**config.mk**
```make
export PLATFORM = sky130hd
export DESIGN_NAME = mem_port_arbiter
export DESIGN_NICKNAME = d
export VERILOG_FILES = /design/src/rtl/mem_port_arbiter.sv
export SDC_FILE = /design/constraint.sdc
export NUM_CORES = 1
export LEC_CHECK = 0
export BUFFER_PORTS_ARGS = -buffer_cell sky130_fd_sc_hd__buf_2
export CAP_MARGIN = 10
export CORE_AREA = 3 3 121 123
export DETAILED_ROUTE_END_ITERATION = 7
export DIE_AREA = 0 0 124 126
export GPL_ROUTABILITY_DRIVEN = 0
export PLACE_DENSITY = 0.46
export SLEW_MARGIN = 5
export SYNTH_ARGS = -nofsm -noshare
export SYNTH_HDL_FRONTEND = slang
export SYNTH_SLANG_ARGS = --single-unit
```
**constraint.sdc**
```tcl
create_clock -name clk -period 2.7 [get_ports clk]
set_input_delay 0.135 -clock clk [delete_from_list [all_inputs] [get_ports clk]]
set_output_delay 0.135 -clock clk [all_outputs]
set_load 0.01 [all_outputs]
```
**src/rtl/mem_port_arbiter.sv**
```systemverilog
// mem_port_arbiter: two-requester round-robin arbiter and sequencer for the
// CPU-side port of the banked data memory. Decodes byte addresses into a
// block select plus word address, drives one-hot block write enables and
// returns read data one cycle later through a registered block select.
// Optional macro MEM_ARB_LOCK_EN adds a req_lock input that lets the current
// owner keep the port for atomic read-modify-write sequences and bursts.
module mem_port_arbiter #(
    parameter int NBLOCKS = 3,
    parameter int WORD_AW = 14,
    parameter int DATA_W  = 32
) (
    input  logic               clk,
    input  logic               rst,
    input  logic [1:0]         req_valid,
    output logic [1:0]         req_ready,
    input  logic [1:0]         req_we,
    input  logic [31:0]        req_addr0,
    input  logic [31:0]        req_addr1,
    input  logic [DATA_W-1:0]  req_wdata0,
    input  logic [DATA_W-1:0]  req_wdata1,
`ifdef MEM_ARB_LOCK_EN
    input  logic [1:0]         req_lock,
`endif
    output logic [1:0]         rsp_valid,
    output logic               rsp_err,
    output logic [DATA_W-1:0]  rsp_rdata,
    output logic [WORD_AW-1:0] mem_addr,
    output logic [DATA_W-1:0]  mem_wdata,
    output logic [NBLOCKS-1:0] mem_wren,
    input  logic [DATA_W-1:0]  mem_rdata0,
    input  logic [DATA_W-1:0]  mem_rdata1,
    input  logic [DATA_W-1:0]  mem_rdata2
);

    localparam logic [1:0] LAST_BLOCK = 2'(NBLOCKS - 1);

    logic              last_q, last_d;
    logic              rsp_v_q, rsp_v_d;
    logic              rsp_id_q, rsp_id_d;
    logic [1:0]        sel_q, sel_d;
    logic              err_q, err_d;
    logic              we_q, we_d;

    logic              grantAny;
    logic              grantId;
    logic              lockHold;
    logic [31:0]       selAddr;
    logic [DATA_W-1:0] selWdata;
    logic              selWe;
    logic [1:0]        selBlock;
    logic              selErr;
    logic [DATA_W-1:0] rdataMux;
    logic              unusedAddrBits;

    // Upper address bits sit above the mapped region and carry no meaning here.
    assign unusedAddrBits = ^{req_addr0[31:WORD_AW+4], req_addr1[31:WORD_AW+4]};

`ifdef MEM_ARB_LOCK_EN
    logic lock_q, lock_d;

    // The previous owner keeps the port while it still asks with its lock bit set.
    assign lockHold = lock_q & req_valid[last_q] & req_lock[last_q];
`else
    assign lockHold = 1'b0;
`endif

    // Pick the granted requester: lock owner first, else round-robin on ties.
    always_comb begin
        grantAny = 1'b0;
        grantId  = 1'b0;
        if (!rst) begin
            if (lockHold) begin
                grantAny = 1'b1;
                grantId  = last_q;
            end else if (req_valid[0] && req_valid[1]) begin
                grantAny = 1'b1;
                grantId  = ~last_q;
            end else if (req_valid[0]) begin
                grantAny = 1'b1;
                grantId  = 1'b0;
            end else if (req_valid[1]) begin
                grantAny = 1'b1;
                grantId  = 1'b1;
            end
        end
    end

    // Route the granted request, decode it and drive the memory port.
    always_comb begin
        selAddr   = grantId ? req_addr1 : req_addr0;
        selWdata  = grantId ? req_wdata1 : req_wdata0;
        selWe     = req_we[grantId];
        selBlock  = selAddr[WORD_AW+3:WORD_AW+2];
        selErr    = (selAddr[1:0] != 2'b00) || (selBlock > LAST_BLOCK);
        req_ready = 2'b00;
        mem_addr  = '0;
        mem_wdata = '0;
        mem_wren  = '0;
        if (grantAny) begin
            req_ready[grantId] = 1'b1;
            mem_addr           = selAddr[WORD_AW+1:2];
            mem_wdata          = selWdata;
            if (selWe && !selErr) begin
                mem_wren[selBlock] = 1'b1;
            end
        end
    end

    // Next-state values for the round-robin pointer and the response stage.
    always_comb begin
        last_d   = grantAny ? grantId : last_q;
        rsp_v_d  = grantAny;
        rsp_id_d = grantId;
        sel_d    = selBlock;
        err_d    = grantAny & selErr;
        we_d     = grantAny & selWe;
`ifdef MEM_ARB_LOCK_EN
        lock_d   = grantAny & req_lock[grantId] & ~selErr;
`endif
    end

    // State registers; reset drops any in-flight response and favours requester 0.
    always_ff @(posedge clk or posedge rst) begin
        if (rst) begin
            last_q   <= 1'b1;
            rsp_v_q  <= 1'b0;
            rsp_id_q <= 1'b0;
            sel_q    <= 2'd0;
            err_q    <= 1'b0;
            we_q     <= 1'b0;
`ifdef MEM_ARB_LOCK_EN
            lock_q   <= 1'b0;
`endif
        end else begin
            last_q   <= last_d;
            rsp_v_q  <= rsp_v_d;
            rsp_id_q <= rsp_id_d;
            sel_q    <= sel_d;
            err_q    <= err_d;
            we_q     <= we_d;
`ifdef MEM_ARB_LOCK_EN
            lock_q   <= lock_d;
`endif
        end
    end

    // Return the selected block's read data one cycle after the grant.
    always_comb begin
        case (sel_q)
            2'd0:    rdataMux = mem_rdata0;
            2'd1:    rdataMux = mem_rdata1;
            2'd2:    rdataMux = mem_rdata2;
            default: rdataMux = '0;
        endcase
        rsp_valid           = 2'b00;
        rsp_valid[rsp_id_q] = rsp_v_q;
        rsp_err             = rsp_v_q & err_q;
        rsp_rdata           = (rsp_v_q && !err_q && !we_q) ? rdataMux : '0;
    end

endmodule

```
Word-level counts from Yosys, hierarchy flattened
Index checks and enable logic that the tools add are counted.
Operators by class
  magnitude comparators: 7
  eq/ne operators: 2
  mux-type cells: 24
  bitwise operators: 5
  reductions and logical operators: 13
Operator list (number)
  $mux 32: 3
  $pmux 32 s3: 1
  $mux 18: 1
  $mux 14: 1
  $mux 1: 12
  $logic_and 1x1->1: 7
  $mux 3: 2
  $lt 1x2->1 const B: 2
  $and 1x1->1: 3
  $logic_not 1->1: 3
  $lt 2x3->1 const B: 1
  $and 2x2->2: 1
  $demux 1 s1: 2
  $demux 1 s2: 1
  $eq 2x1->1 const B: 1
  $eq 2x2->1 const B: 1
  $ge 1x1->1 const B: 2
  $ge 2x1->1 const B: 1
  $gt 2x2->1 const B: 1
  $logic_not 2->1: 1
  $mux 2: 1
  $reduce_bool 2->1: 1
  $logic_or 1x1->1: 1
  $not 1->1: 1
Storage, ports and cells
  register bits after elaboration: 7
  input bits: 230
  output and inout bits: 86
  logic and storage cells: 57

Logic depth before layout (Yosys ltp)
  depth after elaboration: 11
  gate-level depth with buffers: 6

Least setup slack after synthesis
Ideal clock, no wire load.
  kind: flip-flop to output port
  start point: register last_q
  end point: output port mem_addr[0]
  arrival: 1331 ps
  path slack: 1234 ps
  stages on the path, launching flop included: 6
  path buffers: 2
  cell sequence: dfstp_2 a21bo_2 nor2_8 buf_4 buf_4 a22o_1
Between the ends
  word-level cells in the longest chain between the ends: 5
RTL lines
  start: declaration: line 37  | logic last_q, last_d;
  start signal: assignment: line 135  | last_q <= last_d;
  $not 1->1: line 77  | grantId = ~last_q;
  $mux 1: line 75  | end else if (req_valid[0] && req_valid[1]) begin
  $mux 1: line 71  | if (!rst) begin
  $mux 18: line 90  | selAddr = grantId ? req_addr1 : req_addr0;
  $mux 14: line 99  | if (grantAny) begin
  end: declaration: line 27  | output logic [WORD_AW-1:0] mem_addr,
Every way passes these cells.

Worst setup path in the final report
  start point: input port rst
  end point: output port mem_wdata[2]
Between the ends
  word-level cells in the longest chain between the ends: 3
  elaborated cells on any way between the ends: 4
  classes of those cells: mux (4)
RTL lines
  start: declaration: line 13  | input logic rst,
  $mux 1: line 71
  $mux 32: line 91  | selWdata = grantId ? req_wdata1 : req_wdata0;
  $mux 32 *: line 99
  end: declaration: line 28  | output logic [DATA_W-1:0] mem_wdata,
Mark *: on every way between the ends. The rest lies on a longest branch, timed or not.

==> metrics.txt <==
outcome complete, no violations; ranking of synthesized cells by area a22o_1 24%, mux2i_1 21%, nor2_1 15%; post-route insts no fill 691; Antenna Nets Post-Route 0; Routed WL 9.89 mm; Cell Count Post-Placement 685; Top Usage Layer GRT met2; Synth top area share 0.243; Synth Instances 237; RSZ-0062 raised after global routing no; die area 15600 µm²; number of synthesized flops with an enable pin 0; Synth Cell Area 1660 µm²; Synth top cells by count 66 x nor2_1, 46 x a22o_1, 34 x mux2i_1; Worst EP required 2.57 ns; Initial Util 0.120; CTS Sinks 7; vias in the first global route 2828; Die Height 126 µm; fmax 0.428 GHz; Pwr Density 281 nW/µm²; Clock Path Buffers 2; # IOs 316; largest net degree at the start of global routing 48; Post-route DRC 0; met3 Use GR 0.0323; worst slack at placement 0.763 ns; Synth cell types 26; Synth-to-Final Area Change 100%; M2 GR Usage 0.216; fraction of registers with async set/reset 1.00; Reg2Reg Depth 4; sequential area share after synthesis 0.106; worst-path fanout max 47; VDD IR-drop max 0.172 mV; Critical Path AT 2.20 ns; Max Clock Skew 0.000912 ns; met1 usage 0.118; reg-to-reg slack, setup 1.18 ns; share of layout cells above drive strength 1 0.594; drt first-iter violations 59; 1st-pass router iterations 4; HPWL Detailed 8.38 mm; syn nets 467; aggregate global routing overflow 0; YS warnings 0; Clock Tree Root clkbuf_16; via count 2855; Setup crit end kind primary output; postcts setup bufs 0; top_reg_cell synth dfrtp_1; clock slew at reported path FFs 0.04 ns; CTS tree yes; Fill cells 1543; WS Path Type in -> out; Period Utilization, post-route 0.865; CORE AREA 13800 µm²; total CTS buffers 3; Die X 124 µm; Final Setup Violations 0; Synth area leader a22o_1; Avg Inst Size Synth 7.00 µm²; relative slew slack 0.655; wire per inst 14.3 µm; Worst-Skew Late Latency 0.23 ns; Total Routing Usage GR 0.111; Final #Nets 741; synthesis-stage register bit count 7; reg-to-reg startpoint last_q; placed inst area 3230 µm²; HP Start req_we[1]; # port buffers 287; initial antenna violation count 1; Min-Delay Path Class in -> reg; count leader, synth nor2_1; vias per cell 4.13; fin util 0.241; Fin. Hold Viols 0; Max Cap Viol 0; min Tclk post-route 2.34 ns; Slew @ Worst Pin 0.517 ns; hold_ws 0.188 ns; LEAKAGE 2.01 nW; hold buffers post-CTS 1; first-pass GRT wire length 13.9 mm; H-tree depth 1; Setup crit start kind input port; Min-Delay Path Depth 3; Worst R2R End sel_q[0]; Total Neg Setup Slack 0 ns; Rows 43; Endpoint, Worst Hold we_q; post-layout total power 0.932 mW; fin area 3320 µm²; CTS resizes 0; Final WS setup 0.365 ns; fin. max-slew vios 0
-- worst max path at each step --
stage / from / end / depth (start not counted)
after global routing: rst / mem_wdata[2] / 8
after detailed placement: sel_q[1] / rsp_rdata[1] / 6
final: rst / mem_wdata[2] / 8
after floorplan: last_q / mem_addr[0] / 5
after global placement: last_q / mem_wdata[4] / 6
after CTS: rst / mem_wdata[2] / 8
-- cell type report --
type | count | area, µm² | share of cell area
Inverter | 4 | 15.0 | 0.00452
Antenna cell | 1 | 2.50 | 0.000754
Sequential cell | 7 | 178 | 0.0535
Multi-Input combinational cell | 201 | 1330 | 0.400
Tap cell | 180 | 225 | 0.0679
Clock buffer | 4 | 78.8 | 0.0238
Timing Repair Buffer | 294 | 1490 | 0.449
-- sequential cells by signal, indices dropped and copies added, names as in the netlist --
signal,flops
last_q,1
rsp_v_q,1
err_q,1
sel_q,2
we_q,1
rsp_id_q,1
-- metal layers --
metal	wire length [µm]	part of all wire
met1	3690	0.37
met2	4970	0.50
met3	1190	0.12
met4	46	0.0047
met5	0	0
-- report_power, final --
part / total (mW) / leakage, nW / internal (mW) / switching, mW
Sequential: 0.130 / 0.0841 / 0.116 / 0.0148
Combinational: 0.554 / 1.89 / 0.278 / 0.276
Clock: 0.248 / 0.0382 / 0.196 / 0.0521
Total: 0.932 / 2.01 / 0.590 / 0.343
-- critical path, cell delays in order --
cell	delay [ns]
dlygate4sd3_1	0.54
buf_2	0.18
inv_1	0.28
o21ai_2	0.15
nor2_4	0.09
buf_4	0.40
a22o_1	0.26
buf_2	0.15
-- cell families (layout without fill, tap and decap cells) --
kind of cell	after synthesis	in the layout	synth area share
compound gates	88	88	0.386
buf+inv	29	302	0.0980
flops	7	7	0.106
mux	34	34	0.205
other cells	0	1	0
simple gates	79	79	0.204
-- layout by cell type (no fill, tap or decap) --
cell type and n:
a211oi_1 4, a32oi_1 1, clkbuf_1 1, nand2_1 1
a21o_1 1, nor2b_2 1, inv_1 4, and2_1 2
o21ai_2 1, nor2_8 1, mux2i_1 34, dlygate4sd3_1 1
dfrtp_1 5, nand2b_1 1, a22o_1 46, nor2_1 66
a21oi_1 32, a21boi_0 1, diode_2 1, o21ai_0 1
a21bo_2 1, nor2_4 1, buf_4 6, dfstp_2 1
clkbuf_16 3, and3_1 4, nor2b_1 1, buf_2 287
dfrtp_2 1, nand3_1 1
(Power assumes the default switching activity.)
